--- src/rtl/inverter_pkg.sv ---
// rtl/inverter_pkg.sv - shared constants and per-bit transform for inverter_pipe
//
// Purpose: transform mode encodings and the per-bit transform function used
// at the entry of the inverter_pipe datapath.
package inverter_pkg;

  localparam logic [1:0] MODE_PASS     = 2'b00;
  localparam logic [1:0] MODE_INV      = 2'b01;
  localparam logic [1:0] MODE_XOR      = 2'b10;
  localparam logic [1:0] MODE_INV_MASK = 2'b11;

  // Works on one bit so that any WIDTH can be built by looping over bits
  // without padding to a fixed maximum width.
  function automatic logic apply_mode(input logic [1:0] mode,
                                      input logic       data,
                                      input logic       mask);
    logic res;
    case (mode)
      MODE_PASS: res = data;
      MODE_INV:  res = ~data;
      MODE_XOR:  res = data ^ mask;
      default:   res = ~data & mask;
    endcase
    return res;
  endfunction

endpackage

--- src/rtl/inverter_stage.sv ---
// rtl/inverter_stage.sv - one valid/data register slice of the inverter pipeline
//
// Purpose: holds one beat; loads from upstream whenever it advances.
// Ports:
//   clk, rst_n     clock, asynchronous active-low reset
//   up_valid       upstream offers a beat
//   up_data        upstream beat data
//   down_ready     downstream can take this stage's contents this cycle
//   valid, data    registered beat held by this stage
//   advance        this stage takes a new beat (or bubble) at the next edge
module inverter_stage #(
  parameter int WIDTH = 8
) (
  input  logic             clk,
  input  logic             rst_n,
  input  logic             up_valid,
  input  logic [WIDTH-1:0] up_data,
  input  logic             down_ready,
  output logic             valid,
  output logic [WIDTH-1:0] data,
  output logic             advance
);

  // An empty stage always advances, which is what lets bubbles compress
  // while the stages further down are stalled.
  assign advance = ~valid | down_ready;

  always_ff @(posedge clk or negedge rst_n) begin
    if (!rst_n) begin
      valid <= 1'b0;
      data  <= '0;
    end else if (advance) begin
      valid <= up_valid;
      // Data only moves with a real beat; a bubble leaves the old word in place.
      if (up_valid) begin
        data <= up_data;
      end
    end
  end

endmodule

--- src/rtl/inverter_pipe.sv ---
// rtl/inverter_pipe.sv - pipelined per-beat selectable inverter with valid/ready streams
//
// Purpose: transforms each accepted word by its own mode/mask, carries it
// through DEPTH register stages and counts delivered beats.
// Ports:
//   clk, rst_n                 clock, asynchronous active-low reset
//   mode, mask                 transform select and per-bit mask, taken with in_data
//   in_valid, in_ready, in_data   input stream
//   out_valid, out_ready, out_data output stream
//   beat_cnt                   delivered beats, modulo 2^CNT_W
module inverter_pipe
  import inverter_pkg::*;
#(
  parameter int WIDTH = 8,
  parameter int DEPTH = 2,
  parameter int CNT_W = 16
) (
  input  logic             clk,
  input  logic             rst_n,
  input  logic [1:0]       mode,
  input  logic [WIDTH-1:0] mask,
  input  logic             in_valid,
  output logic             in_ready,
  input  logic [WIDTH-1:0] in_data,
  output logic             out_valid,
  input  logic             out_ready,
  output logic [WIDTH-1:0] out_data,
  output logic [CNT_W-1:0] beat_cnt
);

  logic [WIDTH-1:0] entry_data;

  // The transform happens once, before stage 0, so mode and mask never need
  // to travel down the pipe.
  always_comb begin
    entry_data = '0;
    for (int i = 0; i < WIDTH; i++) begin
      entry_data[i] = apply_mode(mode, in_data[i], mask[i]);
    end
  end

  for (genvar k = 0; k < DEPTH; k++) begin : g_stage
    logic             up_valid;
    logic [WIDTH-1:0] up_data;
    logic             down_ready;
    logic             valid;
    logic [WIDTH-1:0] data;
    logic             adv;

    if (k == 0) begin : g_first
      assign up_valid = in_valid;
      assign up_data  = entry_data;
    end else begin : g_mid
      assign up_valid = g_stage[k-1].valid;
      assign up_data  = g_stage[k-1].data;
    end

    // Ready ripples back combinationally from out_ready through every stage.
    if (k == DEPTH - 1) begin : g_last
      assign down_ready = out_ready;
    end else begin : g_next
      assign down_ready = g_stage[k+1].adv;
    end

    inverter_stage #(
      .WIDTH(WIDTH)
    ) u_stage (
      .clk        (clk),
      .rst_n      (rst_n),
      .up_valid   (up_valid),
      .up_data    (up_data),
      .down_ready (down_ready),
      .valid      (valid),
      .data       (data),
      .advance    (adv)
    );
  end

  assign in_ready  = g_stage[0].adv;
  assign out_valid = g_stage[DEPTH-1].valid;
  assign out_data  = g_stage[DEPTH-1].data;

  always_ff @(posedge clk or negedge rst_n) begin
    if (!rst_n) begin
      beat_cnt <= '0;
    end else if (out_valid && out_ready) begin
      beat_cnt <= beat_cnt + CNT_W'(1);
    end
  end

endmodule

--- config.mk ---
export PLATFORM = sky130hd
export DESIGN_NAME = inverter_pipe
export DESIGN_NICKNAME = d
export VERILOG_FILES = /design/src/rtl/inverter_pkg.sv /design/src/rtl/inverter_stage.sv /design/src/rtl/inverter_pipe.sv
export SDC_FILE = /design/constraint.sdc
export NUM_CORES = 1
export LEC_CHECK = 0
export BUFFER_PORTS_ARGS = -buffer_cell sky130_fd_sc_hd__buf_4
export CORE_ASPECT_RATIO = 0.5
export CORE_MARGIN = 2
export CORE_UTILIZATION = 51
export DETAILED_ROUTE_END_ITERATION = 10
export GPL_TIMING_DRIVEN = 0
export PLACE_DENSITY = 0.85
export SLEW_MARGIN = 20
export SYNTH_ARGS = -nofsm -noshare
export SYNTH_HDL_FRONTEND = slang
export SYNTH_SLANG_ARGS = --single-unit
--- constraint.sdc ---
create_clock -name clk -period 1.7 [get_ports clk]
set_clock_uncertainty 0.2 [all_clocks]
set_input_delay 0.085 -clock clk [delete_from_list [all_inputs] [get_ports clk]]
set_output_delay 0.085 -clock clk [all_outputs]
set_load 0.02 [all_outputs]
# ---- Yosys cells after proc, flatten, opt, wreduce, memory -nomap -nowiden
# Index checks and enable logic that the tools add are counted.
dict set report totals {
  reg_bits 34
  input_bits 22
  output_inout_bits 26
  wordCells 48
}
dict set report op_classes {
  addsub 1
  n_eq_ne 2
  muxes 8
  bitwise 28
  n_reduce_logical 4
}
# cell n
set ops {}
lappend ops {{$pmux 1 s3} 8}
lappend ops {{$add 16x1->16 const B} 1}
lappend ops {{$not 1->1} 10}
lappend ops {{$and 1x1->1} 8}
lappend ops {{$xor 1x1->1} 8}
lappend ops {{$reduce_and 2->1} 2}
lappend ops {{$eq 2x1->1 const B} 1}
lappend ops {{$eq 2x2->1 const B} 1}
lappend ops {{$logic_not 2->1} 1}
lappend ops {{$or 1x1->1} 2}
lappend ops {{$logic_and 1x1->1} 1}

# ---- Depth between registers and ports, before layout
# Gate-level depths: netlist of the first run.
dict set report depth {
  ltp_word 4
  ltp_mapped 6
}

# ---- Cells and area by module
# From an unflattened synthesis of the first run, not the netlist that was laid out.
dict set report hier_totals {
  cells_unflattened 160
  area_unflattened_um2 1844.3
}
# mod n_inst cells_per_inst area_each_um2 seq_area_each_um2
set by_module_without_submodules {}
lappend by_module_without_submodules {inverter_pipe 1 120 1073.5 400.4}
lappend by_module_without_submodules {inverter_stage 2 20 385.4 225.2}

# ---- Worst setup path before layout of the first run
# No wires, ideal clock.
dict set report synth_timing {
  path_type {register to register}
  startpoint {reg beat_cnt[0]}
  endpoint {reg beat_cnt[12]}
  setup_time_ns 0.130
  t_arrival_ns 1.342
  setup_slack_ns 0.028
  path_stages_with_launch 6
  period_less_slack_ns 1.672
  path_cell_list {dfrtp_1 > ha_1 > nand3_1 > nor4_4 > nand3_2 > xnor2_1}
}
dict set report synth_via {
  elab_chain_cells 1
}
# item line
set synth_rtl {}
lappend synth_rtl {{from (decl)} inverter_pipe.sv:28} ;# output logic [CNT_W-1:0] beat_cnt
lappend synth_rtl {{from (signal assigned)} inverter_pipe.sv:87} ;# beat_cnt <= beat_cnt + CNT_W'(1);
lappend synth_rtl {{$add 16x1->16} inverter_pipe.sv:87}
# Every way passes these cells.
# A chain may end at the register's enable or synchronous reset.

# ---- Final worst setup path of the first run
dict set report layout_timing {
  startpoint {in out_ready}
  endpoint {reg g_stage[1].u_stage.data[1]}
}
dict set report layout_via {
  elab_chain_cells 2
}
# item line
set layout_rtl {}
lappend layout_rtl {{from (decl)} inverter_pipe.sv:26} ;# input logic out_ready,
lappend layout_rtl {{$or 1x1->1} inverter_stage.sv:26} ;# assign advance = ~valid | down_ready;
lappend layout_rtl {{$reduce_and 2->1 (no line)} --}
lappend layout_rtl {{to (signal assigned)} inverter_stage.sv:36} ;# data <= up_data;
lappend layout_rtl {{to (decl)} inverter_stage.sv:20} ;# output logic [WIDTH-1:0] data,
# Every way passes these cells.

==> results of run 1 <==
synth_stat cells, drive strengths merged:
master  instances
nand3           6
or2             1
ha              9
nor2            4
mux2            9
nand2b          3
and4            2
clkbuf          1
nor4            2
and3            1
nand2          24
dfrtp          34
o211ai          8
nand3b          1
xor2           14
buf             4
o21ai          16
nand4           2
xnor2           9
inv             9
where the power goes:
group	internal [mW]	switching, mW
registers	0.970	0.154
logic	0.367	0.412
clock network	0.436	0.296
total	1.77	0.862
final cells by class:
type	instances	share of cell area
Sequential cell	34	0.366
Multi-Input combinational cell	111	0.356
Timing Repair Buffer	54	0.183
Clock buffer	5	0.0296
Tap cell	40	0.0215
Clock inverter	3	0.0194
Inverter	9	0.0145
Buffer	5	0.0102
stage by stage:
stage	cell area (um2)	total power, mW	utilization	setup WS, ps	hold slack [ps]
global placement	2120	1.85	0.680	92.2	-156
global route	2330	2.77	0.746	3.63	29.3
floorplan	1720	1.54	-	28.3	-411
detailed placement	2120	1.89	0.680	56.6	-148
CTS	2310	2.64	0.742	33.3	0.876
finish	2330	2.63	0.746	61.0	5.47
logic make-up (layout without fill, tap and decap cells):
group,Yosys count,after routing
simple gates,46,46
compound gates,24,24
flops,34,34
fa+ha+maj,9,9
mux,9,9
xor+xnor,23,23
buf+inv,14,76
layout by cell type (no fill, tap or decap), drive strengths merged:
cell type    instances
buf                 50
dfrtp               34
nand2               24
o21ai               16
xor2                14
inv                  9
mux2                 9
xnor2                9
ha                   9
o211ai               8
dlygate4sd3          8
clkbuf               6
nand3                6
nor2                 4
nand2b               3
nor4                 2
clkinvlp             2
nand4                2
and4                 2
nand3b               1
or2                  1
and3                 1
bufinv               1
worst max-delay path by stage:
| stage | slack, ps | end | cells after the start |
|---|---|---|---|
| floorplan | 30 | beat_cnt[12]$_DFFE_PN0P_ | 5 |
| global placement | 90 | beat_cnt[14]$_DFFE_PN0P_ | 5 |
| detailed placement | 60 | beat_cnt[12]$_DFFE_PN0P_ | 5 |
| CTS | 30 | beat_cnt[12]$_DFFE_PN0P_ | 5 |
| global route | 4 | g_stage[0].u_stage.data[7]$_DFFE_PN0P_ | 7 |
| finish | 60 | g_stage[1].u_stage.data[1]$_DFFE_PN0P_ | 5 |
state kept, by name (all words and copies together) (netlist names):
register               count
g_stage.u_stage.data      16
beat_cnt                  16
g_stage.u_stage.valid      2
layer usage:
metal / vias up / GRT usage
li1: 664 / -
met1: 639 / 0.211
met2: 27 / 0.366
met3: 5 / 0.0475
met4: 0 / 0.0688
met5: - / 0
critical path, stage by stage:
cell and delay [ps]:
dlygate4sd3_1 540, buf_4 160, nand2b_1 160, nand2_1 280
mux2_2 380
what timing repair did:
item                       in CTS  in global routing
hold endpoints to repair       42                  0
setup endpoints to repair       0                  6
resized for setup               0                  2
hold buffers                    8                  0
==> flow_summary.ini, run 1 <==
[pwr]
power.density_nw_per_um2 = 1130
max-vdd-ir-drop_v = 0.000426
leakage_nw = 1.17

[worst_hold_path]
holdPathEnd = g_stage[0].u_stage.data[2]$_DFFE_PN0P_
holdPathStages = 4
hp-class = primary input to flop
hold_start = in_data[2]

[critical_path]
crit_start = out_ready
rr_startpoint = beat_cnt[0]$_DFFE_PN0P_
critPathRequiredTime_ps = 1670
r2r_setup_slack_ps = 80
cp_data_arrival_time_ps = 1610
cp-end-kind = flop
critPathKind = primary input to flop
path_max_fanout = 8
start_kind = primary input
reg2reg_to = beat_cnt[6]$_DFFE_PN0P_
reg2reg_depth = 5

[clocking]
cts_setup_buffers = 0
cts.sinks = 34
numCtsBuffers = 5
h-tree-depth = 2
cts.root.buffer_cell = clkbuf_8
path_clk_slew_ps = 70
cts_tree = done
clk_latency_ps = 290
clk_path_buf_depth = 2

[drt]
drt-initial-drc-count = 6
wl_per_cell_um = 13.1
vias_per_cell = 5.11
highest_layer = met4
ant_nets = 0
drt-met1-wl_um = 1510
wl_met2_um = 1780
drc = 0
num_vias = 1335
finalWirelength_um = 3430
firstDrtPassIters = 4
wl_met3_um = 118

[place]
gp_congestion = 0.757
placed_cells = 245
io_buffers = 46
dp_hpwl_um = 2570

[grt]
gr-usage-all-layers = 0.190
grt_max_degree = 35
grt_first_pass_wirelength_um = 5690
grt_pass1_vias = 1350
overflow = 0
antenna_found_initial = 0

[floorplan]
pin_count = 48
die_w_um = 86.2
dieArea_um2 = 3890
dieHeight_um = 45.1
num_rows = 14
coreArea_um2 = 3120
start_util = 0.553

[finish]
nets = 251
area_growth_pct = 35.0
multiInputGateArea_um2 = 830
nFillCells = 224
fin_cells = 261
regArea_um2 = 851
num_antenna_cells = 0
drive_above_1_share = 0.335

[timing]
tns_ps = 0
worstMarginPinSlew_ps = 418
setup_violations = 0
period_share = 0.964
fmax_mhz = 610
min_period_ps = 1640
hold_viol_final = 0
rsz0062_at_grt = false
slew-limit-headroom = 0.722
timing.final.max_slew_violations = 0

[logic_synthesis]
synth_top_family_by_area = simple AND/OR/NAND/NOR gates
yosysWarnings = 0
synth_area_leaders = dfrtp_1, xor2_1, ha_1, mux2_2, nand2_1
avgSynthCellArea_um2 = 10.8
synth_compound_area_frac = 0.0813
synth_cells = 159
ys_seq_area_frac = 0.493
syn_nets = 190
synth-simple-area-share = 0.151
yosysTopAreaCell = dfrtp_1
synth_cell_types = 24
ys_ff_latch = 34
synth_top_area_share = 0.493
synth.area.mux_share = 0.0588
synthXorXnorAreaFrac = 0.117
yosys.area_share.adder = 0.0653
netlist_area_um2 = 1720

[status]
status = finished, final reports clean

[flow_run]
max_cap_violations = 0
(Power assumes the default switching activity.)
==> run 2, diff against run 1 <==
Settings changed: ABC_AREA set to 1, CORE_UTILIZATION 51 to 52, REMOVE_ABC_BUFFERS set to 1, SETUP_SLACK_MARGIN set to 0.4.
==> flow_summary.ini, run 2 <==
[status]
status = complete, but fails checks
failed_checks = negative hold slack

[drt]
finalWirelength_um = 5570
drt-initial-drc-count = 52
num_vias = 1812
vias_per_cell = 5.19
wl_per_cell_um = 16.0
ant_nets = 0
drc = 0
firstDrtPassIters = 4

[logic_synthesis]
synth_top_area_share = 0.452
ys_seq_area_frac = 0.452
avgSynthCellArea_um2 = 8.72
netlist_area_um2 = 1880
synth-edff-count = 0
yosysWarnings = 0
synth_most_common_cell = nand2_1
synth_cells = 216
ys_ff_latch = 34
yosys-top-cells-count = nand2_1, dfrtp_1, inv_1, nor2_1, xnor2_1
synth_cell_types = 26
yosysTopAreaCell = dfrtp_1
ys_async_sr_fraction = 1.00
yosys_most_used_dff = dfrtp_1
synth_area_leaders = dfrtp_1, nand2_1, inv_1, xnor2_1, ha_1

[pwr]
leakage_nw = 1.49
p_switching_mw = 1.13
p_sw_frac = 0.367
power_frac_comb = 0.386
pwr-share-seq = 0.380
max-vdd-ir-drop_v = 0.000559
intPower_mw = 1.94
power.density_nw_per_um2 = 1070
power_frac_clock = 0.234
total_power_mw = 3.07

[clocking]
holdBufCountCts = 19
cts.root.buffer_cell = clkbuf_8
path_clk_slew_ps = 70
cts_tree = done
clk_path_buf_depth = 2
cts.sinks = 34
h-tree-depth = 2
numCtsBuffers = 5
clk_latency_ps = 300

[critical_path]
start_kind = flop
crit_end = beat_cnt[15]$_DFFE_PN0P_
critPathKind = flop to flop
rr_startpoint = beat_cnt[1]$_DFFE_PN0P_
cp-end-kind = flop
critPathRequiredTime_ps = 1700
reg2reg_depth = 9
r2r_setup_slack_ps = 180
reg2reg_to = beat_cnt[15]$_DFFE_PN0P_
crit_start = beat_cnt[1]$_DFFE_PN0P_
path_max_fanout = 3
cp_data_arrival_time_ps = 1510

[grt]
grt_max_degree = 35
grt_first_pass_wirelength_um = 8020
overflow = 0
grt_pass1_vias = 1758
gr-usage-all-layers = 0.265
antenna_found_initial = 0

[place]
io_buffers = 47
gp_congestion = 0.854
dp_hpwl_um = 2790

[worst_hold_path]
hp-class = primary input to flop

[flow_run]
max_cap_violations = 0

[floorplan]
start_util = 0.545
dieArea_um2 = 4150
dieHeight_um = 46.6
die_w_um = 89.1
coreArea_um2 = 3450
pin_count = 48
num_rows = 15

[timing]
hold_viol_final = 3
min_period_ps = 1520
slew-limit-headroom = 0.711
worstMarginPinSlew_ps = 434
setup_violations = 0
rsz0062_at_grt = true
timing.final.max_slew_violations = 0
fmax_mhz = 660
tns_ps = 0
period_share = 0.891
fin_worst_hold_slack_ps = -42.8

[finish]
mostFrequentLayoutCell = buf_4
nFillCells = 206
drive_above_1_share = 0.379
nets = 328
area_growth_pct = 52.4
reg.largest.list = beat_cnt x16, g_stage.u_stage.data x16, g_stage.u_stage.valid x2
num_antenna_cells = 0
final_cell_mix = buf_4, nand2_1, dfrtp_1
## run 2: timing repair
| item | 4_1_cts | 5_1_grt |
|---|---|---|
| resized for setup | 18 | 32 |
| cloned | 1 | 0 |
| setup buffers | 9 | 3 |
| endpoints found under the setup margin | 24 | 31 |
| hold endpoints to repair | 45 | 3 |
| pin swaps | 11 | 12 |
## run 2: final cells by class
type	instances	area [um2]	area share
Multi-Input combinational cell	146	1050	0.367
Sequential cell	34	855	0.298
Timing Repair Buffer	78	668	0.233
Inverter	32	120	0.0419
Clock buffer	8	110	0.0384
Tap cell	51	63.8	0.0222
## run 2: how the worst min path moves through the flow
| stage | start | to | depth (start not counted) |
|---|---|---|---|
| global placement | rst_n | g_stage[0].u_stage.data[0]$_DFFE_PN0P_ | 1 |
| global route | out_ready | beat_cnt[1]$_DFFE_PN0P_ | 4 |
| detailed placement | rst_n | g_stage[0].u_stage.data[0]$_DFFE_PN0P_ | 1 |
| finish | out_ready | beat_cnt[1]$_DFFE_PN0P_ | 4 |
| floorplan | rst_n | beat_cnt[0]$_DFFE_PN0P_ | 0 |
| CTS | out_ready | g_stage[1].u_stage.valid$_DFFE_PN0P_ | 4 |
## run 2: cell families after synthesis
logic type,Yosys count,synth area share
flip-flops,34,0.452
adder cells (fa/ha/maj),9,0.0598
buffers and inverters,37,0.0831
XOR/XNOR,18,0.0837
AND/OR/NAND/NOR,91,0.235
AO/OA/AOI/OAI,27,0.0870
## run 2: critical path, stage by stage (launching register included)
cell and delay, ps:
dfrtp_1 400, buf_6 120, buf_6 100, nand2_4 50
nor2_4 120, nand3_2 100, nor2_4 120, nand3_2 80
nand2_1 80, inv_1 40
## run 2: power groups by stage
stage | Clock, mW | Sequential [mW] | Combinational, mW
2_1_floorplan | 0 | 1.28 | 0.321
3_3_place_gp | 0 | 1.13 | 0.804
3_5_place_dp | 0 | 1.13 | 0.835
4_1_cts | 0.707 | 1.14 | 1.03
5_1_grt | 0.755 | 1.18 | 1.27
6_report | 0.718 | 1.17 | 1.18
## run 2: through the flow
stage	utilization	instances	instance area [um2]	hold WS (ps)	setup slack [ps]
finish	0.831	349	2870	-42.8	185
global route	0.831	349	2870	-18.7	108
detailed placement	0.655	309	2260	-147	136
global placement	0.655	309	2260	-156	172
floorplan	-	211	1850	-411	97.9
CTS	0.780	346	2700	-61.7	209
## run 2: layer usage
metal	track usage	vias up	wire length [um]
met5	0	-	0
met4	0.122	0	102
met3	0.0735	12	272
met2	0.474	55	2990
met1	0.303	890	2210
li1	-	855	-
